## config.mk

```make
export PLATFORM = sky130hd
export DESIGN_NAME = scan_sequencer
export DESIGN_NICKNAME = d
export VERILOG_FILES = /design/src/rtl/scan_sequencer.sv
export SDC_FILE = /design/constraint.sdc
export NUM_CORES = 1
export LEC_CHECK = 0
export BUFFER_PORTS_ARGS = -buffer_cell sky130_fd_sc_hd__buf_2
export CORE_UTILIZATION = 54
export CTS_BUF_LIST = sky130_fd_sc_hd__clkbuf_16
export DETAILED_ROUTE_END_ITERATION = 8
export PLACE_DENSITY_LB_ADDON = 0.1
export SLEW_MARGIN = 10
export SYNTH_ARGS = -nofsm -noshare
export SYNTH_HDL_FRONTEND = slang
export SYNTH_SLANG_ARGS = --single-unit
```

## constraint.sdc

```tcl
create_clock -name clk -period 2.91 [get_ports clk]
set_clock_uncertainty 0.1 [all_clocks]
set_input_delay 0.291 -clock clk [delete_from_list [all_inputs] [get_ports clk]]
set_output_delay 0.291 -clock clk [all_outputs]
set_load 0.02 [all_outputs]
```

## src/rtl/scan_sequencer.sv

```systemverilog
// Row-scan controller for a 3-to-8 one-hot decoder: blank, dwell, advance, frame_done once per scan.
// Define SCAN_STEP_EN to add the single-row step input.
module scan_sequencer #(
    parameter int unsigned NUM_ROWS     = 8,
    parameter int unsigned DWELL_CYCLES = 8,
    parameter int unsigned BLANK_CYCLES = 2
) (
    input  logic       clk,
    input  logic       rst,
    input  logic       run,
    input  logic [7:0] row_mask,
`ifdef SCAN_STEP_EN
    input  logic       step,
`endif
    output logic       sel_a,
    output logic       sel_b,
    output logic       sel_c,
    output logic       dec_en,
    output logic       busy,
    output logic       frame_done
);

    localparam int unsigned ROW_W   = 3;
    localparam int unsigned CNT_MAX = (DWELL_CYCLES > BLANK_CYCLES) ? DWELL_CYCLES : BLANK_CYCLES;
    localparam int unsigned CNT_W   = (CNT_MAX > 1) ? $clog2(CNT_MAX) : 1;

    localparam logic [ROW_W-1:0] LAST_ROW   = ROW_W'(NUM_ROWS - 1);
    localparam logic [CNT_W-1:0] BLANK_LAST = CNT_W'(BLANK_CYCLES - 1);
    localparam logic [CNT_W-1:0] DWELL_LAST = CNT_W'(DWELL_CYCLES - 1);

    typedef enum logic [1:0] {
        IDLE  = 2'd0,
        BLANK = 2'd1,
        DRIVE = 2'd2
    } state_t;

    // With no blanking gap, a row starts directly in DRIVE.
    localparam state_t ENTRY = (BLANK_CYCLES == 0) ? DRIVE : BLANK;

    state_t           state, state_n;
    logic [ROW_W-1:0] row, row_n;
    logic [CNT_W-1:0] cnt, cnt_n;
    logic             single, single_n;
    logic             frame_n;

    // Next-state, row advance and frame pulse.
    always_comb begin
        state_n  = state;
        row_n    = row;
        cnt_n    = cnt;
        single_n = single;
        frame_n  = 1'b0;
        case (state)
            IDLE: begin
                cnt_n = '0;
                if (run) begin
                    state_n  = ENTRY;
                    single_n = 1'b0;
                end
`ifdef SCAN_STEP_EN
                else if (step) begin
                    state_n  = ENTRY;
                    single_n = 1'b1;
                end
`endif
            end
            BLANK: begin
                if (cnt == BLANK_LAST) begin
                    state_n = DRIVE;
                    cnt_n   = '0;
                end else begin
                    cnt_n = cnt + CNT_W'(1);
                end
            end
            DRIVE: begin
                if (cnt == DWELL_LAST) begin
                    cnt_n = '0;
                    if (row == LAST_ROW) begin
                        row_n   = '0;
                        frame_n = 1'b1;
                    end else begin
                        row_n = row + ROW_W'(1);
                    end
                    // A single-step row always returns to IDLE once complete.
                    if (run && !single) begin
                        state_n = ENTRY;
                    end else begin
                        state_n  = IDLE;
                        single_n = 1'b0;
                    end
                end else begin
                    cnt_n = cnt + CNT_W'(1);
                end
            end
            default: begin
                state_n = IDLE;
            end
        endcase
    end

    // State and registered outputs; dec_en follows the mask of the row being entered.
    always_ff @(posedge clk) begin
        if (rst) begin
            state      <= IDLE;
            row        <= '0;
            cnt        <= '0;
            single     <= 1'b0;
            dec_en     <= 1'b0;
            busy       <= 1'b0;
            frame_done <= 1'b0;
        end else begin
            state      <= state_n;
            row        <= row_n;
            cnt        <= cnt_n;
            single     <= single_n;
            dec_en     <= (state_n == DRIVE) && row_mask[row_n];
            busy       <= (state_n != IDLE);
            frame_done <= frame_n;
        end
    end

    assign {sel_a, sel_b, sel_c} = row;

endmodule

```

**Word level (Yosys, flattened, before mapping)**

Cells that the tools add are included.

- Bits in registers: 12
- Bits of input ports: 11
- Output and inout port bits: 6

- Add/subtract/negate cells: 2
- $lt $le $gt $ge: 1
- Equality and inequality tests: 9
- Multiplexer cells: 18
- Bitwise operators: 2
- Reductions and logical operators: 9

Operator list:

| operator | count |
|---|---|
| 3-bit 2-to-1 mux | 5 |
| 3-bit case mux with 3 select lines | 1 |
| 3-bit by 1-bit adder with 3-bit output, second input constant | 2 |
| 3-bit equality test, second input constant | 2 |
| 1-bit 2-to-1 mux | 6 |
| 2-bit 2-to-1 mux | 3 |
| 2-bit inequality test, second input constant | 3 |
| 2-bit case mux with 3 select lines | 1 |
| 2-bit equality test, second input constant | 2 |
| 3-bit by 4-bit less-than comparator with 1-bit output, second input constant | 1 |
| 4-bit AND reduction | 1 |
| 2-bit nonzero test | 2 |
| 1-bit binary-select mux with 3-bit select | 1 |
| 3-bit by 1-bit equality test with 1-bit output, second input constant | 1 |
| 3-bit nonzero test | 1 |
| 3-bit OR reduction | 1 |
| 2-bit by 1-bit equality test with 1-bit output, second input constant | 1 |
| 1-bit logical AND | 2 |
| 2-bit zero test | 1 |
| 1-bit NOT | 2 |
| 1-bit case mux with 2 select lines | 1 |
| 1-bit zero test | 1 |

**Logic depth before layout (Yosys ltp)**

Gate-level depths: netlist of run 1.

- Depth in word-level cells: 7
- Mapped depth: 7

**Worst setup path after synthesis of run 1**

No wires, ideal clock.

- Kind: flip-flop to flip-flop
- Start: register cnt[0]
- End: register dec_en
- Library setup time: 124 ps
- Arrival: 1730 ps
- Setup slack: 957 ps
- Stages on the path, launching flop included: 8
- Cell sequence: dfxtp_1 > ha_1 > ha_1 > nand2_4 > mux2i_4 > mux2_1 > o221ai_1 > a21oi_1

- Longest elaborated chain between the ends: 6
- Elaborated cells between the ends (all ways): 11

Ends and longest elaborated chain:

| what | RTL line | text |
|---|---|---|
| start: declaration | 42 | `logic [CNT_W-1:0] cnt, cnt_n;` |
| start signal: assignment | 114 | `cnt <= cnt_n;` |
| 3-bit equality test | 76 | `if (cnt == DWELL_LAST) begin` |
| 3-bit 2-to-1 mux | 76 |  |
| 3-bit 2-to-1 mux | 53 | `case (state)` |
| 1-bit binary-select mux with 3-bit select | 116 | `dec_en <= (state_n == DRIVE) && row_mask[row_n];` |
| 1-bit 2-to-1 mux (not written as such) | 116 |  |
| 1-bit logical AND (*) | 116 |  |
| end signal: assignment | 116 |  |
| end: declaration | 18 | `output logic dec_en,` |

Every way passes the cells marked *; elsewhere a longest branch is shown, timed or not. The select of a mux whose other input is x is not followed.
A chain may end at the register's enable or synchronous reset.

**Worst setup path after layout of run 1**

Ends and elaborated chain as after synthesis.

==> results of run 1 <==
flip-flops by register name, indices dropped and copies added, names as in the netlist:
register,cells
row,3
state,2
dec_en,1
cnt,3
busy,1
frame_done,1
synthesized netlist by cell type (2+ instances only):
cell and count:
ha_1 12, and2_2 2, dfxtp_1 11, nor2b_1 3
nor2_1 7, a21oi_1 2, inv_1 7, o21ai_0 3
layout make-up:
class / instances / area (um2) / share of cell area
inverter: 7 / 26.3 / 0.0297
clock buffer: 3 / 75.1 / 0.0850
tap: 14 / 17.5 / 0.0198
multi-input combinational: 54 / 460 / 0.521
clock inverter: 1 / 3.75 / 0.00425
timing repair buffer: 16 / 80.1 / 0.0907
sequential: 11 / 220 / 0.249
power by group:
group	switching [uW]	total [uW]	internal [uW]
logic	20.5	40.2	19.6
registers	3.01	158	155
clock network	62.0	242	180
stage by stage:
step	std cells	cell area, um2	hold slack [ns]
after floorplan	73	711	0.382
after global placement	102	805	0.413
after detailed placement	102	805	0.430
after CTS	106	883	0.259
after global routing	106	883	0.278
final	106	883	0.261
worst reg2reg max path, stage by stage, from the launching register on:
cell,delay (ns)
dfxtp_1,0.33
ha_1,0.26
ha_1,0.24
nand2_4,0.12
mux2i_4,0.32
mux2_1,0.36
o221ai_1,0.17
a21oi_1,0.09
routing by layer:
| metal | track usage | vias to the layer above | routed length [um] |
|---|---|---|---|
| li1 | - | 290 | - |
| met1 | 0.255 | 258 | 594 |
| met2 | 0.407 | 17 | 617 |
| met3 | 0.0523 | 2 | 53 |
| met4 | 0.107 | 0 | 10 |
| met5 | 0 | - | 0 |
worst min path at each step:
stage / start / end / slack, ns / cells past startpoint
2_1_floorplan: cnt[1]$_SDFFE_PP0P_ / cnt[1]$_SDFFE_PP0P_ / 0.38 / 2
3_3_place_gp: cnt[1]$_SDFFE_PP0P_ / cnt[1]$_SDFFE_PP0P_ / 0.41 / 2
3_5_place_dp: cnt[1]$_SDFFE_PP0P_ / cnt[1]$_SDFFE_PP0P_ / 0.43 / 2
4_1_cts: rst / cnt[0]$_SDFFE_PP0P_ / 0.26 / 2
5_1_grt: rst / cnt[2]$_SDFFE_PP0P_ / 0.28 / 2
6_report: rst / cnt[0]$_SDFFE_PP0P_ / 0.26 / 2
kinds of logic after synthesis:
| logic type | Yosys count | synth area share |
|---|---|---|
| muxes | 5 | 0.0986 |
| and+or+nand+nor | 21 | 0.171 |
| buffers and inverters | 8 | 0.0423 |
| adders and majority gates | 12 | 0.211 |
| AOI/OAI and AO/OA | 16 | 0.167 |
| DFF | 11 | 0.310 |
==> Flow_metrics.wiki, run 1 <==
{| class="wikitable"
! Metric !! Value
|-
| Clock-pin slew of the registers on the worst-case setup and hold paths || 0.04 ns
|-
| Overall die height || 38.3 um
|-
| Max transition margin || 0.718
|-
| Total number of cells along the worst setup path || 7
|-
| I/O pins || 17
|-
| PnR Total Power || 440 uW
|-
| Post-synth top area cell || dfxtp_1
|-
| Crit end category || flop
|-
| Overall overflow remaining after global route || 0
|-
| Row cnt || 12
|-
| # clock sinks || 11
|-
| Peak supply drop || 460 uV
|-
| Number of diodes added for antenna fixing || 0
|-
| Worst hold-check path type || in -> reg
|-
| Static Leak || 0.000466 uW
|-
| Count of nets left with antenna violations after detail routing || 0
|-
| Via count normalized by instance count || 5.35
|-
| Classification of the worst setup path || reg -> reg
|-
| Cell Area, Synth || 711 um2
|-
| Largest driver fanout on the critical path || 7
|-
| Count of buffers added by post-CTS timing repair for setup || 0
|-
| First-pass GRT wire length || 2290 um
|-
| H-tree level count || 1
|-
| RR Startpoint || cnt[0]$_SDFFE_PP0P_
|-
| Min cycle time layout || roughly 2.1 ns
|-
| DR WL/cell || between 10 and 15 um
|-
| Number of slew-limit violations in the final report || 0
|-
| Share of post-route cells with drive strength above 1 || 0.293
|-
| Signed area change from the synthesized netlist to the final layout || 24.3%
|-
| Core outline area || 1170 um2
|-
| R2R Path End || dec_en$_SDFF_PP0_
|-
| CP dominant cell by count || ha_1
|-
| Worst R2R Setup Slack || 0.81 ns
|-
| CTS Root Buffer Type || clkbuf_16
|-
| Clock tree from TritonCTS || yes
|-
| Pre-CTS setup slack || 0.821 ns
|-
| Number of antenna violations at the first check in global routing || 0
|-
| List of cells traversed by the critical path || ha_1 -> ha_1 -> nand2_4 -> mux2i_4 -> mux2_1 -> o221ai_1 -> a21oi_1
|-
| Share of synthesized area occupied by flip-flops and latches || 0.310
|-
| Maximum Capacitance Violations || 0
|-
| Net Count, Synth || 96
|-
| Highest-delay cell along the critical path || mux2_1
|-
| Number of synthesized flops with an enable pin || 0
|-
| Count of vias placed by the detailed router || about 570
|-
| Arrival @ worst endpoint || 2.11 ns
|-
| # setup viols final || 0
|-
| Die area || 1460 um2
|-
| Insertion delay to the later sink of the worst-skew pair || 0.23 ns
|-
| Last weighted congestion value of the routability-driven placer || 0.734
|-
| Share of the synthesized area in the top cell type || 0.310
|-
| Critical path destination || dec_en$_SDFF_PP0_
|-
| All-Layer GR Usage || 0.230
|-
| Buffer depth of the longest clock path || 2
|-
| Final sum of negative setup slack || 0 ns
|-
| Initial Utilization || 0.607
|-
| Commonest cells after routing, fill and taps aside || 16 x buf_2, 12 x ha_1, 11 x dfxtp_1
|-
| Number of standard cells after synthesis || 73
|-
| Buffers plus inverters on the worst setup path || 0
|-
| Detailed-route DRC error count || 0
|-
| Post-route fraction of the period consumed by the critical path || 0.721
|-
| Inserted Clock Buffers || 3
|-
| Start point of the critical path || cnt[0]$_SDFFE_PP0P_
|-
| Largest cells by area after synthesis || dfxtp_1 31%, ha_1 21%, inv_1 3.7%
|-
| PD cells || 498 nW/um2
|-
| Number of hold-slack violations in the final timing report || 0
|-
| Number of global-route vias before repair || 606
|-
| Async S/R FF share, synth || 0
|-
| Number of cells traversed by the worst register-to-register path || 7
|-
| Number of inserted filler cells in the final layout || 89
|-
| Mean post-synth cell area || around 9.7 um2
|-
| Largest delay contributor family on the critical path || multiplexers
|-
| Cts-stage hold buffer count || 0
|-
| Number of nets at the end of the flow || 116
|-
| Achievable Freq || ~480 MHz
|-
| Delay of the slowest cell on the worst path || 0.36 ns
|-
| Most common cell after layout, fill and taps aside || buf_2
|-
| Post-synthesis cell type count || 34
|-
| Detailed Place HPWL || 986 um
|-
| RSZ-0062 raised after global routing || no
|-
| Outcome || finished clean
|-
| Smallest setup slack after layout || 0.811 ns
|-
| Yosys Warn Count || 0
|-
| Register bit count reported by yosys || 11
|-
| Post-detailed-routing wire length || 1280 um
|-
| Data required time at the worst endpoint || 2.93 ns
|-
| Maximum number of pins on one net before global-route repair || 11
|-
| Most frequently used flop master after synthesis || dfxtp_1
|-
| Cells resized by post-CTS repair || 0
|-
| Final Util || 0.754
|-
| Die Wd || around 38 um
|-
| Crit start category || flop
|-
| Count of port buffers added during placement || 16
|-
| Worst slew pin tran || 0.419 ns
|-
| Number of detailed-routing iterations run before antenna repair || 4
|-
| Violation count after the first detailed-routing iteration || 13
|}
Power figures use the tool's default switching activity.
==> run 2: changes to the inputs <==
--- a/config.mk
+++ b/config.mk
@@ -6,7 +6,7 @@
 export NUM_CORES = 1
 export LEC_CHECK = 0
 export BUFFER_PORTS_ARGS = -buffer_cell sky130_fd_sc_hd__buf_2
-export CORE_UTILIZATION = 54
+export CORE_UTILIZATION = 50
 export CTS_BUF_LIST = sky130_fd_sc_hd__clkbuf_16
 export DETAILED_ROUTE_END_ITERATION = 8
 export PLACE_DENSITY_LB_ADDON = 0.1
==> constraint.sdc (replaced) <==
create_clock -name clk -period 2.1 [get_ports clk]
set_clock_uncertainty 0.1 [all_clocks]
set_input_delay 0.21 -clock clk [delete_from_list [all_inputs] [get_ports clk]]
set_output_delay 0.21 -clock clk [all_outputs]
set_load 0.02 [all_outputs]
==> run 2 against run 1 <==
Against the previous run: global-route usage is 0.58 points lower; clock power grew 43%; maximum frequency rose by 6.8%; final area grew 3.4%; via count decreased by 0.18%; sequential share of layout area shrank 0.82 points; sequential power grew 37%; largest cell class unchanged; combinational power rose by 49%; core utilization shrank 6.1 points; die area grew 7.6%; routed wire length up 7.2%; first-iteration DRC count decreased by 38%.
==> Flow_metrics.wiki, run 2 (synthesis gave the netlist of run 1 again) <==
{| class="wikitable"
! Metric !! Value
|-
| Max transition margin || 0.685
|-
| Arrival @ worst endpoint || between 1.5 and 2 ns
|-
| Outcome || finished clean
|-
| Buffer depth of the longest clock path || 2
|-
| Number of antenna violations at the first check in global routing || 0
|-
| List of cells traversed by the critical path || ha_2 -> ha_2 -> nand2_4 -> mux2i_4 -> mux2_1 -> o221ai_1 -> a21oi_1
|-
| Commonest cells after routing, fill and taps aside || 16 x buf_2, 11 x dfxtp_1, 10 x ha_1
|-
| Via count normalized by instance count || 5.15
|-
| Worst hold-check path type || in -> reg
|-
| Last weighted congestion value of the routability-driven placer || 0.681
|-
| Row cnt || 13
|-
| Maximum number of pins on one net before global-route repair || 11
|-
| Crit start category || flop
|-
| Number of global-route vias before repair || between 500 and 600
|-
| Clock tree from TritonCTS || yes
|-
| Biggest regs || cnt (3), row (3), state (2)
|-
| Clock-pin slew of the registers on the worst-case setup and hold paths || 0.04 ns
|-
| Most common cell after layout, fill and taps aside || buf_2
|-
| Highest-delay cell along the critical path || mux2_1
|-
| Largest delay contributor family on the critical path || multiplexers
|-
| Number of detailed-routing iterations run before antenna repair || 4
|-
| Cell count of the worst hold path || 2
|-
| Detailed-route DRC error count || 0
|-
| Total number of cells along the worst setup path || 7
|-
| Number of inserted filler cells in the final layout || 105
|-
| Number of slew-limit violations in the final report || 0
|-
| Number of diodes added for antenna fixing || 0
|-
| Area post-placement || 828 um2
|-
| Number of cells traversed by the worst register-to-register path || 7
|-
| Overall overflow remaining after global route || 0
|-
| I/O pins || 17
|-
| PnR Total Power || 624 uW
|-
| Number of hold-slack violations in the final timing report || 0
|-
| Min cycle time layout || 1.97 ns
|-
| Core outline area || roughly 1300 um2
|-
| # clock sinks || 11
|-
| Peak supply drop || about 480 uV
|-
| Data required time at the worst endpoint || between 2 and 2.5 ns
|-
| Achievable Freq || approximately 510 MHz
|-
| Share of post-route cells with drive strength above 1 || 0.347
|-
| Count of nets left with antenna violations after detail routing || 0
|-
| Final design instance area without fill || 913 um2
|-
| Final sum of negative setup slack || 0 ns
|-
| CP dominant cell by count || ha_2
|-
| Post-detailed-routing wire length || about 1400 um
|-
| Die Wd || 39.7 um
|-
| RSZ-0062 raised after global routing || no
|-
| Signed area change from the synthesized netlist to the final layout || 28.5%
|-
| Largest driver fanout on the critical path || 5
|-
| Worst slew pin tran || 0.468 ns
|-
| Static Leak || 0.000473 uW
|-
| # setup viols final || 0
|-
| H-tree level count || 1
|-
| Insertion delay to the later sink of the worst-skew pair || 0.24 ns
|-
| Count of buffers added by post-CTS timing repair for setup || 0
|-
| Violation count after the first detailed-routing iteration || 8
|-
| Pre-CTS setup slack || 0.0642 ns
|-
| Number of nets at the end of the flow || around 120
|-
| Post-route fraction of the period consumed by the critical path || 0.936
|-
| Delay of the slowest cell on the worst path || 0.34 ns
|-
| DR WL/cell || 12.4 um
|-
| CTS Root Buffer Type || clkbuf_16
|-
| Overall die height || 39.7 um
|-
| Detailed Place HPWL || 966 um
|-
| Maximum Capacitance Violations || 0
|-
| Classification of the worst setup path || reg -> reg
|-
| PD cells || approximately 680 nW/um2
|-
| Count of port buffers added during placement || 16
|-
| Crit end category || flop
|-
| All-Layer GR Usage || 0.224
|-
| Buffers plus inverters on the worst setup path || 0
|-
| Initial Utilization || 0.539
|-
| Smallest setup slack after layout || 0.134 ns
|-
| Count of vias placed by the detailed router || 566
|-
| Inserted Clock Buffers || 3
|-
| Die area || 1580 um2
|-
| First-pass GRT wire length || 2150 um
|}
[run 2: cell count changes in the layout (fill, tap and decap cells not counted), sizes merged]
cell | previous run | this run
inv | 8 | 7
clkinv | 0 | 1
buf | 16 | 19
[run 2: per-layer routing]
metal,GRT usage,part of all wire
met1,0.236,0.48
met2,0.361,0.49
met3,0.102,0.033
met4,0.129,0
met5,0,0
[run 2: cell type report]
class | count | area [um2] | area share
clock buffer | 3 | 75.1 | 0.0822
clock inverter | 1 | 5.00 | 0.00548
inverter | 7 | 26.3 | 0.0288
multi-input combinational | 54 | 465 | 0.510
sequential | 11 | 220 | 0.241
tap | 15 | 18.8 | 0.0205
timing repair buffer | 19 | 103 | 0.112
[run 2: timing repair]
item                                    in CTS  in global routing
gates resized for setup                      0                  2
hold buffers                                 0                  0
endpoints found under the setup margin       0                  1
[run 2: final timing paths]
| kind | startpoint | endpoint | slack, ns |
|---|---|---|---|
| hold / removal | rst | row[2]$_SDFF_PP0_ | 0.18 |
| setup reg to reg | cnt[0]$_SDFFE_PP0P_ | dec_en$_SDFF_PP0_ | 0.13 |
| hold reg to reg | cnt[1]$_SDFFE_PP0P_ | cnt[1]$_SDFFE_PP0P_ | 0.43 |
| setup / recovery | cnt[0]$_SDFFE_PP0P_ | dec_en$_SDFF_PP0_ | 0.13 |
[run 2: report_power, final]
group          total (uW)  switching (uW)  internal [uW]
clock                 347            95.1            252
combinational        59.9            30.2           29.8
sequential            217            2.09            215
[run 2: through the flow]
| step | hold WS [ns] | instances | util |
|---|---|---|---|
| after floorplan | 0.382 | 73 | - |
| after global placement | 0.398 | 106 | 0.629 |
| after detailed placement | 0.414 | 106 | 0.629 |
| after CTS | 0.177 | 110 | 0.689 |
| after global routing | 0.188 | 110 | 0.693 |
| final | 0.182 | 110 | 0.693 |
